[src/rtl/u_rec_param.sv]
// Parametrised UART receiver: 2-flop synchroniser, centre-sampling FSM and a valid/ack output register.
// Optional parity bit is built in when UART_REC_PARITY_EN is defined.
module u_rec_param #(
  parameter int DATA_BITS  = 8,
  parameter int OVERSAMPLE = 16,
  parameter int STOP_BITS  = 1,
  parameter int PARITY_ODD = 0
) (
  input  logic                 sys_clk,
  input  logic                 sys_rst,
  input  logic                 uart_dataH,
  output logic [DATA_BITS-1:0] rec_dataH,
  output logic                 rec_validH,
  input  logic                 rec_ackH,
  output logic                 frame_errH,
  output logic                 parity_errH,
  output logic                 overrunH
);

  localparam int CW = $clog2(OVERSAMPLE);

  if (DATA_BITS < 5 || DATA_BITS > 9 || OVERSAMPLE < 4 || (OVERSAMPLE % 2) != 0 ||
      (STOP_BITS != 1 && STOP_BITS != 2) || PARITY_ODD < 0 || PARITY_ODD > 1) begin : g_bad_params
    $error("u_rec_param: illegal parameter combination");
  end

  typedef enum logic [2:0] {
    IDLE   = 3'd0,
    START  = 3'd1,
    DATA   = 3'd2,
    PARITY = 3'd3,
    STOP   = 3'd4,
    BREAK  = 3'd5
  } state_t;

  state_t               state, state_d;
  logic                 sync1, rec_datH;
  logic [CW-1:0]        cnt;
  logic [3:0]           bit_cnt;
  logic [DATA_BITS-1:0] shift;
  logic                 frm_acc;
  logic                 par_acc;
  logic                 dlv;
  logic                 centre;
  logic                 last_stop;

  assign centre = (state == START) ? (cnt == CW'(OVERSAMPLE/2 - 1)) : (cnt == CW'(OVERSAMPLE - 1));

  always_comb begin
    state_d   = state;
    last_stop = 1'b0;
    case (state)
      IDLE:   if (!rec_datH) state_d = START;
      START:  if (centre) state_d = rec_datH ? IDLE : DATA;
      DATA:   if (centre && bit_cnt == 4'(DATA_BITS - 1)) begin
`ifdef UART_REC_PARITY_EN
        state_d = PARITY;
`else
        state_d = STOP;
`endif
      end
      PARITY: if (centre) state_d = STOP;
      STOP:   if (centre && bit_cnt == 4'(STOP_BITS - 1)) begin
        last_stop = 1'b1;
        state_d   = rec_datH ? IDLE : BREAK;
      end
      BREAK:  if (rec_datH) state_d = IDLE;
      default: state_d = IDLE;
    endcase
  end

  always_ff @(posedge sys_clk) begin
    if (sys_rst) begin
      sync1      <= 1'b1;
      rec_datH   <= 1'b1;
      state      <= IDLE;
      cnt        <= '0;
      bit_cnt    <= '0;
      shift      <= '0;
      frm_acc    <= 1'b0;
      dlv        <= 1'b0;
      rec_dataH  <= '0;
      rec_validH <= 1'b0;
      frame_errH <= 1'b0;
      overrunH   <= 1'b0;
    end else begin
      sync1    <= uart_dataH;
      rec_datH <= sync1;
      state    <= state_d;
      dlv      <= last_stop;

      // Re-phase the cell counter at the start edge and again at the start-bit centre,
      // so every later centre lands one full cell after the previous one.
      if ((state != START && state_d == START) || (state == START && centre))
        cnt <= '0;
      else if (cnt == CW'(OVERSAMPLE - 1))
        cnt <= '0;
      else
        cnt <= cnt + 1'b1;

      if (state != state_d)
        bit_cnt <= '0;
      else if (centre && (state == DATA || state == STOP))
        bit_cnt <= bit_cnt + 1'b1;

      if (state == START)
        frm_acc <= 1'b0;
      else if (state == STOP && centre && !rec_datH)
        frm_acc <= 1'b1;

      if (state == DATA && centre)
        shift <= {rec_datH, shift[DATA_BITS-1:1]};

      if (rec_validH && rec_ackH) begin
        rec_validH <= 1'b0;
        frame_errH <= 1'b0;
        overrunH   <= 1'b0;
      end
      // A delivery overrides the ack clear; an un-acked word blocks the new one.
      if (dlv) begin
        if (rec_validH && !rec_ackH) begin
          overrunH <= 1'b1;
        end else begin
          rec_dataH  <= shift;
          frame_errH <= frm_acc;
          rec_validH <= 1'b1;
        end
      end
    end
  end

`ifdef UART_REC_PARITY_EN
  always_ff @(posedge sys_clk) begin
    if (sys_rst) begin
      par_acc     <= 1'b0;
      parity_errH <= 1'b0;
    end else begin
      if (state == START)
        par_acc <= 1'b0;
      else if (state == PARITY && centre)
        par_acc <= rec_datH ^ (^shift) ^ PARITY_ODD[0];

      if (rec_validH && rec_ackH)
        parity_errH <= 1'b0;
      if (dlv && !(rec_validH && !rec_ackH))
        parity_errH <= par_acc;
    end
  end
`else
  assign par_acc     = 1'b0;
  assign parity_errH = par_acc;
`endif

endmodule

[config.mk]
export PLATFORM = sky130hd
export DESIGN_NAME = u_rec_param
export DESIGN_NICKNAME = d
export VERILOG_FILES = /design/src/rtl/u_rec_param.sv
export SDC_FILE = /design/constraint.sdc
export NUM_CORES = 1
export LEC_CHECK = 0
export ABC_AREA = 1
export ABC_CLOCK_PERIOD_IN_PS = 4250
export CAP_MARGIN = 20
export CELL_PAD_IN_SITES_DETAIL_PLACEMENT = 1
export CELL_PAD_IN_SITES_GLOBAL_PLACEMENT = 1
export CORE_MARGIN = 1.5
export CORE_UTILIZATION = 43
export DETAILED_ROUTE_END_ITERATION = 6
export PLACE_DENSITY = 0.92
export REMOVE_ABC_BUFFERS = 1
export SYNTH_ARGS = -nofsm -noshare
export SYNTH_HDL_FRONTEND = slang
export SYNTH_SLANG_ARGS = --single-unit
export TNS_END_PERCENT = 50
[constraint.sdc]
create_clock -name sys_clk -period 4.25 [get_ports sys_clk]
set_input_delay 1.275 -clock sys_clk [delete_from_list [all_inputs] [get_ports sys_clk]]
set_output_delay 1.275 -clock sys_clk [all_outputs]
set_load 0.03 [all_outputs]
# ---- After elaboration in Yosys (flattened, before gate mapping)
# Cells that the tools add are included.
dict set report word_totals {
  out_inout_bits 12
  regBits 34
  word_cells 68
}
dict set report classes {
  eq_ne 11
  add_sub_neg 2
  reduce_logical 21
  bitwise 2
  mux 20
}
# cell n
set ops {}
lappend ops {{3-bit two-way mux} 7}
lappend ops {{3-bit case mux with 6 select lines} 1}
lappend ops {{1-bit two-way mux} 11}
lappend ops {{1-bit logical AND} 10}
lappend ops {{4-bit by 1-bit adder with 4-bit output, second input constant} 2}
lappend ops {{4-bit by 3-bit equality test with 1-bit output, second input constant} 2}
lappend ops {{3-bit by 1-bit equality test with 1-bit output, second input constant} 2}
lappend ops {{3-bit by 2-bit equality test with 1-bit output, second input constant} 2}
lappend ops {{3-bit equality test, second input constant} 2}
lappend ops {{2-bit OR reduction} 3}
lappend ops {{4-bit equality test, second input constant} 1}
lappend ops {{4-bit logical NOT} 1}
lappend ops {{3-bit logical NOT} 1}
lappend ops {{3-bit by 1-bit inequality test with 1-bit output, second input constant} 1}
lappend ops {{3-bit inequality test} 1}
lappend ops {{3-bit OR reduction} 1}
lappend ops {{1-bit logical NOT} 2}
lappend ops {{1-bit logical OR} 2}
lappend ops {{2-bit two-way mux} 1}
lappend ops {{1-bit NOT} 2}
lappend ops {{2-bit AND reduction} 1}

# ---- Logic depth before layout (Yosys ltp)
# Gate-level depths: netlist (run 1).
dict set report depth {
  depth_word 9
  mapped_depth 13
  ltp_nobuf 13
}

# ---- Least setup slack after synthesis (run 1)
# Ideal clock, no wire load.
dict set report synth_timing {
  path_kind {in2reg}
  from {input port rec_ackH}
  to {register frame_errH}
  path_buffers 0
  setup_time_ns 0.123
  path_slack_ns 2.047
  path_stages 5
  arrival_ns 2.081
  t_required_ns 4.127
  path_cell_list {nor2_1 > nor2_1 > clkinv_1 > o21ai_0 > a21oi_1}
}
dict set report synth_via {
  elab_chain_cells 4
}
# item line
set synth_rtl {}
lappend synth_rtl {{start, declared} 14} ;# input logic rec_ackH,
lappend synth_rtl {{1-bit logical AND or 1-bit logical NOT (tied branches)} {114, 121}}
lappend synth_rtl {{1-bit two-way mux or 1-bit logical AND (tied branches)} {114, 121}}
lappend synth_rtl {{1-bit two-way mux} 121} ;# if (rec_validH && !rec_ackH) begin
lappend synth_rtl {{1-bit two-way mux *} 120} ;# if (dlv) begin
lappend synth_rtl {{end signal, assigned} 125} ;# frame_errH <= frm_acc;
lappend synth_rtl {{end, declared} 15} ;# output logic frame_errH,
# Every way passes the cells marked *; elsewhere a longest branch is shown, timed or not.
# A chain may end at the register's enable or synchronous reset.

# ---- Worst setup path after layout (run 1)
# Same ends and word-level chain as after synthesis.

==> results.yml, run 1 <==
power_and_ir_drop:
  powerDensity_nw_per_um2: 300
  p_seq_share_pct: 62.9
  power.leakage_nw: 0.757
  p_comb_share_pct: 4.9
  pwr-share-clk_pct: 32.2
  p_sw_share_pct: 24.4
  p_int_mw: 0.392
  switchingPower_mw: 0.127
  power_mw: 0.518
  vdd_ir_drop_max_mv: 0.192
worst_hold_path:
  whs_path_depth: 1
  holdCritStartpoint: "sync1$_SDFF_PP1_"
  worstHoldPathType: "reg -> reg"
  hold_end: "rec_datH$_SDFF_PP1_"
route:
  drt_iter0_drc: 57
  drt-total-wl_um: 3280
  vias_per_cell: 4.80
  wl_per_cell_um: 12.3
  vias: 1281
  drcViolationCount: 0
  drt_pass1_iterations: 4
  ant_nets: 0
yosys:
  netlist_area_um2: 1500
  syn_avg_cell_area_um2: 7.37
  syn_inst: 204
  ys.warnings.count: 0
  synth-seq-cells: 34
  ys_seq_area_share_pct: 45.3
  synth.distinct_cells: 29
placed_design:
  gp_congestion: 0.766
  io_buffers: 14
  hpwl_um: 2540
cts:
  cts_buffers: 5
  cts.reportedPaths.clkPinSlew_ns: 0.10
  htreeDepth: 2
  cts_tree: "yes"
  post_cts_resized: 0
  clk_path_buf_depth: 2
  clock_latency_ns: 0.34
  cts_hold_buffers: 0
  root_buffer: "clkbuf_4"
  cts.sinks: 34
  post_cts_buffers: 0
worst_setup_path:
  crit_fanout: 10
  crit_path_frequent_cell: "nor2_1"
  cp_slowest_cell: "clkdlybuf4s50_1"
  slowest_delay_ns: 0.48
  critPathTopFamily: "buffers and inverters"
  r2r_cells: 10
  end_kind: "flop"
  cp_num_buf_inv: 2
  cp_cell_sequence: "clkdlybuf4s50_1 -> nor2_1 -> nor2_1 -> clkinv_1 -> o21ai_0 -> a21oi_1"
  regToRegSetupSlack_ns: 2.49
  rr_startpoint: "cnt[0]$_SDFF_PP0_"
  crit_required_ns: 4.48
  crit_path_start_kind: "primary input"
  crit_arrival_ns: 2.93
  critPathKind: "in -> reg"
  reg2reg_to: "shift[5]$_SDFFE_PP0P_"
cells_and_area:
  area_growth_pct: 15.1
  n_fill_cell: 458
  ff_latch_area_um2: 681
  layout-drive-gt1-share_pct: 9.50
  multiInputGateArea_um2: 694
  fin_util_pct: 51.8
  nets: 228
  n_antenna_cell: 0
floorplan:
  die_w_um: 62.1
  core_area_um2: 3340
  die_area_um2: 3860
  start_util_pct: 45.0
  num_rows: 21
  fp.dieH_um: 62.1
  pin_count: 16
timing:
  fin_setup_tns_ns: 0
  fin_crit_sh_pct: 63.5
  period_needed_ns: 2.70
  hold_slack_ns: 0.437
  skew_ns: 0.0179
  setup_violations: 0
  slew_violations: 0
  rsz0062_at_grt: "false"
  max_freq_ghz: 0.371
  hold_viol_final: 0
global_routing:
  antenna_found_initial: 0
  grt_pass1_vias: 1278
  grt_pass1_wl_um: 5730
  grt_use_total_pct: 19.1
  grt_overflow: 0
  grt_start_max_net_pins: 21
flow_run:
  maxCapViolations: 0
run_status:
  outcome: "finished, final reports clean"
[cell families after synthesis]
family	count (synthesis)	synth area share (%)
flip-flops	34	45.3
other	1	0.250
AO/OA/AOI/OAI	25	9.58
adder cells (fa/ha/maj)	3	2.50
AND/OR/NAND/NOR	104	31.6
XOR/XNOR	4	2.33
buffers and inverters	33	8.49
[worst reg2reg max path: cells and delay by family, from the launching register on]
kind / cells / cell delay (ns)
simple gates: 7 / 0.86
flops: 1 / 0.38
buf+inv: 2 / 0.23
fa+ha+maj: 1 / 0.19
[per-stage QoR]
stage	instances	worst slack (ns)	cell area, um^2
global placement	260	1.36	1680
detailed placement	260	1.20	1680
global route	267	1.29	1730
finish	267	1.55	1730
CTS	267	1.53	1730
floorplan	200	2.05	1480
[per-layer routing]
layer | routed length, um | GRT usage, % | part of all wire [%] | vias up
met5 | 0 | 0 | 0 | -
met4 | 54 | 6.67 | 1.6 | 0
met3 | 98 | 5.98 | 3.0 | 6
met2 | 1660 | 33.6 | 51 | 11
met1 | 1470 | 22.0 | 45 | 600
li1 | - | - | - | 664
[cells in the mapped netlist (all sizes together)]
library cell / n / area share (%)
clkbuf: 3 / 0.75
inv: 28 / 7.0
clkinv: 1 / 0.25
xor2: 4 / 2.3
ha: 3 / 2.5
nor2: 55 / 14
or4: 1 / 0.75
o211a: 1 / 0.67
nor3b: 1 / 0.50
a22oi: 1 / 0.50
dfxtp: 34 / 45
a21oi: 5 / 2.4
nand2: 28 / 7.8
conb: 1 / 0.25
nand4: 2 / 1.2
buf: 1 / 0.50
or2: 2 / 0.83
o21ai: 18 / 6.0
nor3: 6 / 2.3
nand3: 9 / 3.7
[worst max-delay path by stage]
stage	start	slack, ns	to	cells after the start
after floorplan	rec_ackH	2.05	frame_errH$_SDFF_PP0_	5
after detailed placement	rec_ackH	1.20	frame_errH$_SDFF_PP0_	6
after CTS	rec_ackH	1.53	frame_errH$_SDFF_PP0_	6
after global routing	rec_ackH	1.29	frame_errH$_SDFF_PP0_	6
final	rec_ackH	1.55	frame_errH$_SDFF_PP0_	6
after global placement	rec_ackH	1.36	frame_errH$_SDFF_PP0_	6
[layout make-up]
class / count / share of cell area (%)
multi-input combinational: 137 / 40.2
clock inverter: 2 / 0.579
tap: 46 / 3.33
sequential: 34 / 39.4
inverter: 29 / 6.30
timing repair buffer: 14 / 8.10
clock buffer: 5 / 2.17
[power by group through the flow]
stage,clock network [mW],logic (mW),registers [mW]
floorplan,0,0.0168,0.332
global placement,0,0.0237,0.333
detailed placement,0,0.0257,0.333
CTS,0.170,0.0259,0.326
global route,0.188,0.0289,0.327
finish,0.167,0.0254,0.326
[sequential cells by signal (all words and copies together) (netlist names), 3 cells and up]
name,count
shift,8
state,3
bit_cnt,4
rec_dataH,8
cnt,4
[cells in the final DEF, fill, tap and decap left out]
master / Yosys / routed
nor3_2: 1 / 1
inv_2: 1 / 1
conb_1: 1 / 1
or2_2: 2 / 2
dfxtp_1: 34 / 34
nand2_1: 25 / 25
nand3_2: 2 / 2
inv_1: 27 / 27
o21ai_0: 18 / 18
nor2_4: 1 / 1
ha_1: 3 / 3
xor2_1: 4 / 4
nor2_1: 53 / 53
nand2_2: 2 / 2
or4_4: 1 / 1
o211a_1: 1 / 1
a22oi_1: 1 / 1
nand4_1: 1 / 1
nor3b_1: 1 / 1
clkinv_1: 1 / 1
a21oi_4: 1 / 1
clkdlybuf4s50_1: 0 / 14
nor2_2: 1 / 1
clkbuf_4: 0 / 5
nor3_1: 5 / 5
nand4_2: 1 / 1
clkinv_2: 0 / 2
nand3_1: 7 / 7
nand2_4: 1 / 1
a21oi_1: 4 / 4
Note: power is estimated with default switching activity, not from simulation.
==> run 2: changes to the inputs <==
--- a/config.mk
+++ b/config.mk
@@ -6,14 +6,14 @@
 export NUM_CORES = 1
 export LEC_CHECK = 0
 export ABC_AREA = 1
-export ABC_CLOCK_PERIOD_IN_PS = 4250
+export ABC_CLOCK_PERIOD_IN_PS = 2400
 export CAP_MARGIN = 20
 export CELL_PAD_IN_SITES_DETAIL_PLACEMENT = 1
 export CELL_PAD_IN_SITES_GLOBAL_PLACEMENT = 1
 export CORE_MARGIN = 1.5
-export CORE_UTILIZATION = 43
+export CORE_UTILIZATION = 36
 export DETAILED_ROUTE_END_ITERATION = 6
-export PLACE_DENSITY = 0.92
+export PLACE_DENSITY = 0.84
 export REMOVE_ABC_BUFFERS = 1
 export SYNTH_ARGS = -nofsm -noshare
 export SYNTH_HDL_FRONTEND = slang
==> constraint.sdc (replaced) <==
create_clock -name sys_clk -period 2.4 [get_ports sys_clk]
set_input_delay 0.72 -clock sys_clk [delete_from_list [all_inputs] [get_ports sys_clk]]
set_output_delay 0.72 -clock sys_clk [all_outputs]
set_load 0.03 [all_outputs]
==> results.yml, run 2 (synthesized netlist as in run 1, its figures left out) <==
worst_setup_path:
  cp_num_buf_inv: 1
  cp_cell_sequence: "clkdlybuf4s50_1"
  cp.depth: 1
  slowest_delay_ns: 0.68
  critPathKind: "reg -> out"
  end_kind: "primary output"
  crit_required_ns: 1.68
  crit_path_start_kind: "flop"
  r2r_cells: 10
  critPathTopFamily: "buffers and inverters"
  crit_fanout: 2
  cp_slowest_cell: "clkdlybuf4s50_1"
  crit_arrival_ns: 1.33
cts:
  clock_latency_ns: 0.29
  cts_tree: "yes"
  cts.sinks: 34
  post_cts_buffers: 0
  clk_path_buf_depth: 2
  cts_buffers: 5
  post_cts_resized: 0
  cts_hold_buffers: 0
  root_buffer: "clkbuf_8"
  cts.reportedPaths.clkPinSlew_ns: 0.08
  htreeDepth: 2
route:
  vias: 1306
  drt_pass1_iterations: 6
  vias_per_cell: 4.75
  wl_per_cell_um: 12.1
  drt_iter0_drc: 40
  drcViolationCount: 0
  ant_nets: 0
  drt-total-wl_um: 3320
timing:
  hold_slack_ns: 0.420
  setup_violations: 0
  fin_setup_tns_ns: 0
  slew_violations: 0
  period_needed_ns: 2.05
  rsz0062_at_grt: "false"
  skew_ns: 0.00908
  max_freq_ghz: 0.489
  fin_crit_sh_pct: 85.3
  hold_viol_final: 0
power_and_ir_drop:
  power.leakage_nw: 0.789
  vdd_ir_drop_max_mv: 0.269
  powerDensity_nw_per_um2: 595
floorplan:
  num_rows: 23
  fp.dieH_um: 67.6
  core_area_um2: 4000
  pin_count: 16
  die_area_um2: 4570
  die_w_um: 67.6
  start_util_pct: 37.6
placed_design:
  gp_congestion: 0.815
  hpwl_um: 2370
  io_buffers: 14
cells_and_area:
  ff_latch_area_um2: 681
  final_cell_mix: "nor2_1 (53), dfxtp_1 (34), inv_1 (27)"
  layout-drive-gt1-share_pct: 11.1
  n_antenna_cell: 0
  top_regs: "rec_dataH x8, shift x8"
  final_common_cell: "nor2_1"
  n_fill_cell: 507
  multiInputGateArea_um2: 694
  area_growth_pct: 20.1
  nets: 231
global_routing:
  grt_pass1_wl_um: 5420
  grt_overflow: 0
  grt_start_max_net_pins: 20
  antenna_found_initial: 0
  grt_pass1_vias: 1260
  grt_use_total_pct: 15.7
worst_hold_path:
  whs_path_depth: 1
  worstHoldPathType: "reg -> reg"
run_status:
  outcome: "finished, final reports clean"
flow_run:
  maxCapViolations: 0
run 2: layer usage:
layer | up-vias | track usage (%) | part of all wire, %
met1 | 623 | 19.2 | 47
met5 | - | 0 | 0
li1 | 670 | - | -
met3 | 5 | 4.00 | 2.3
met4 | 0 | 5.36 | 1.1
met2 | 8 | 26.5 | 49
run 2: metrics by stage:
stage          util [%]  cells  total power [mW]  setup WS [ns]  instance area [um^2]
2_1_floorplan         -    200             0.618          0.752                  1480
3_3_place_gp       42.7    267             0.636          0.388                  1710
5_1_grt            45.1    275              1.11          0.323                  1800
4_1_cts            45.1    275              1.09          0.338                  1800
6_report           45.1    275              1.07          0.354                  1800
3_5_place_dp       42.7    267             0.637          0.327                  1710
run 2: where the power goes:
part	leakage, nW	switching [mW]	total [mW]	internal (mW)
Sequential	0.275	0.00634	0.577	0.571
Combinational	0.467	0.0271	0.0463	0.0192
Clock	0.0472	0.220	0.450	0.231
Total	0.789	0.253	1.07	0.821
run 2: layout make-up:
| type | instances | area share, % |
|---|---|---|
| Clock buffer | 6 | 4.58 |
| Clock inverter | 2 | 0.693 |
| Inverter | 29 | 6.03 |
| Multi-Input combinational cell | 137 | 38.5 |
| Sequential cell | 34 | 37.7 |
| Tap cell | 50 | 3.47 |
| Timing Repair Buffer | 17 | 9.02 |
run 2: worst paths after layout:
| path | startpoint | to | slack, ns |
|---|---|---|---|
| worst max-delay path | frame_errH$_SDFF_PP0_ | frame_errH | 0.35 |
| worst min-delay path | sync1$_SDFF_PP1_ | rec_datH$_SDFF_PP1_ | 0.42 |
| worst max register to register | cnt[0]$_SDFF_PP0_ | shift[0]$_SDFFE_PP0P_ | 0.64 |
| worst min register to register | sync1$_SDFF_PP1_ | rec_datH$_SDFF_PP1_ | 0.42 |
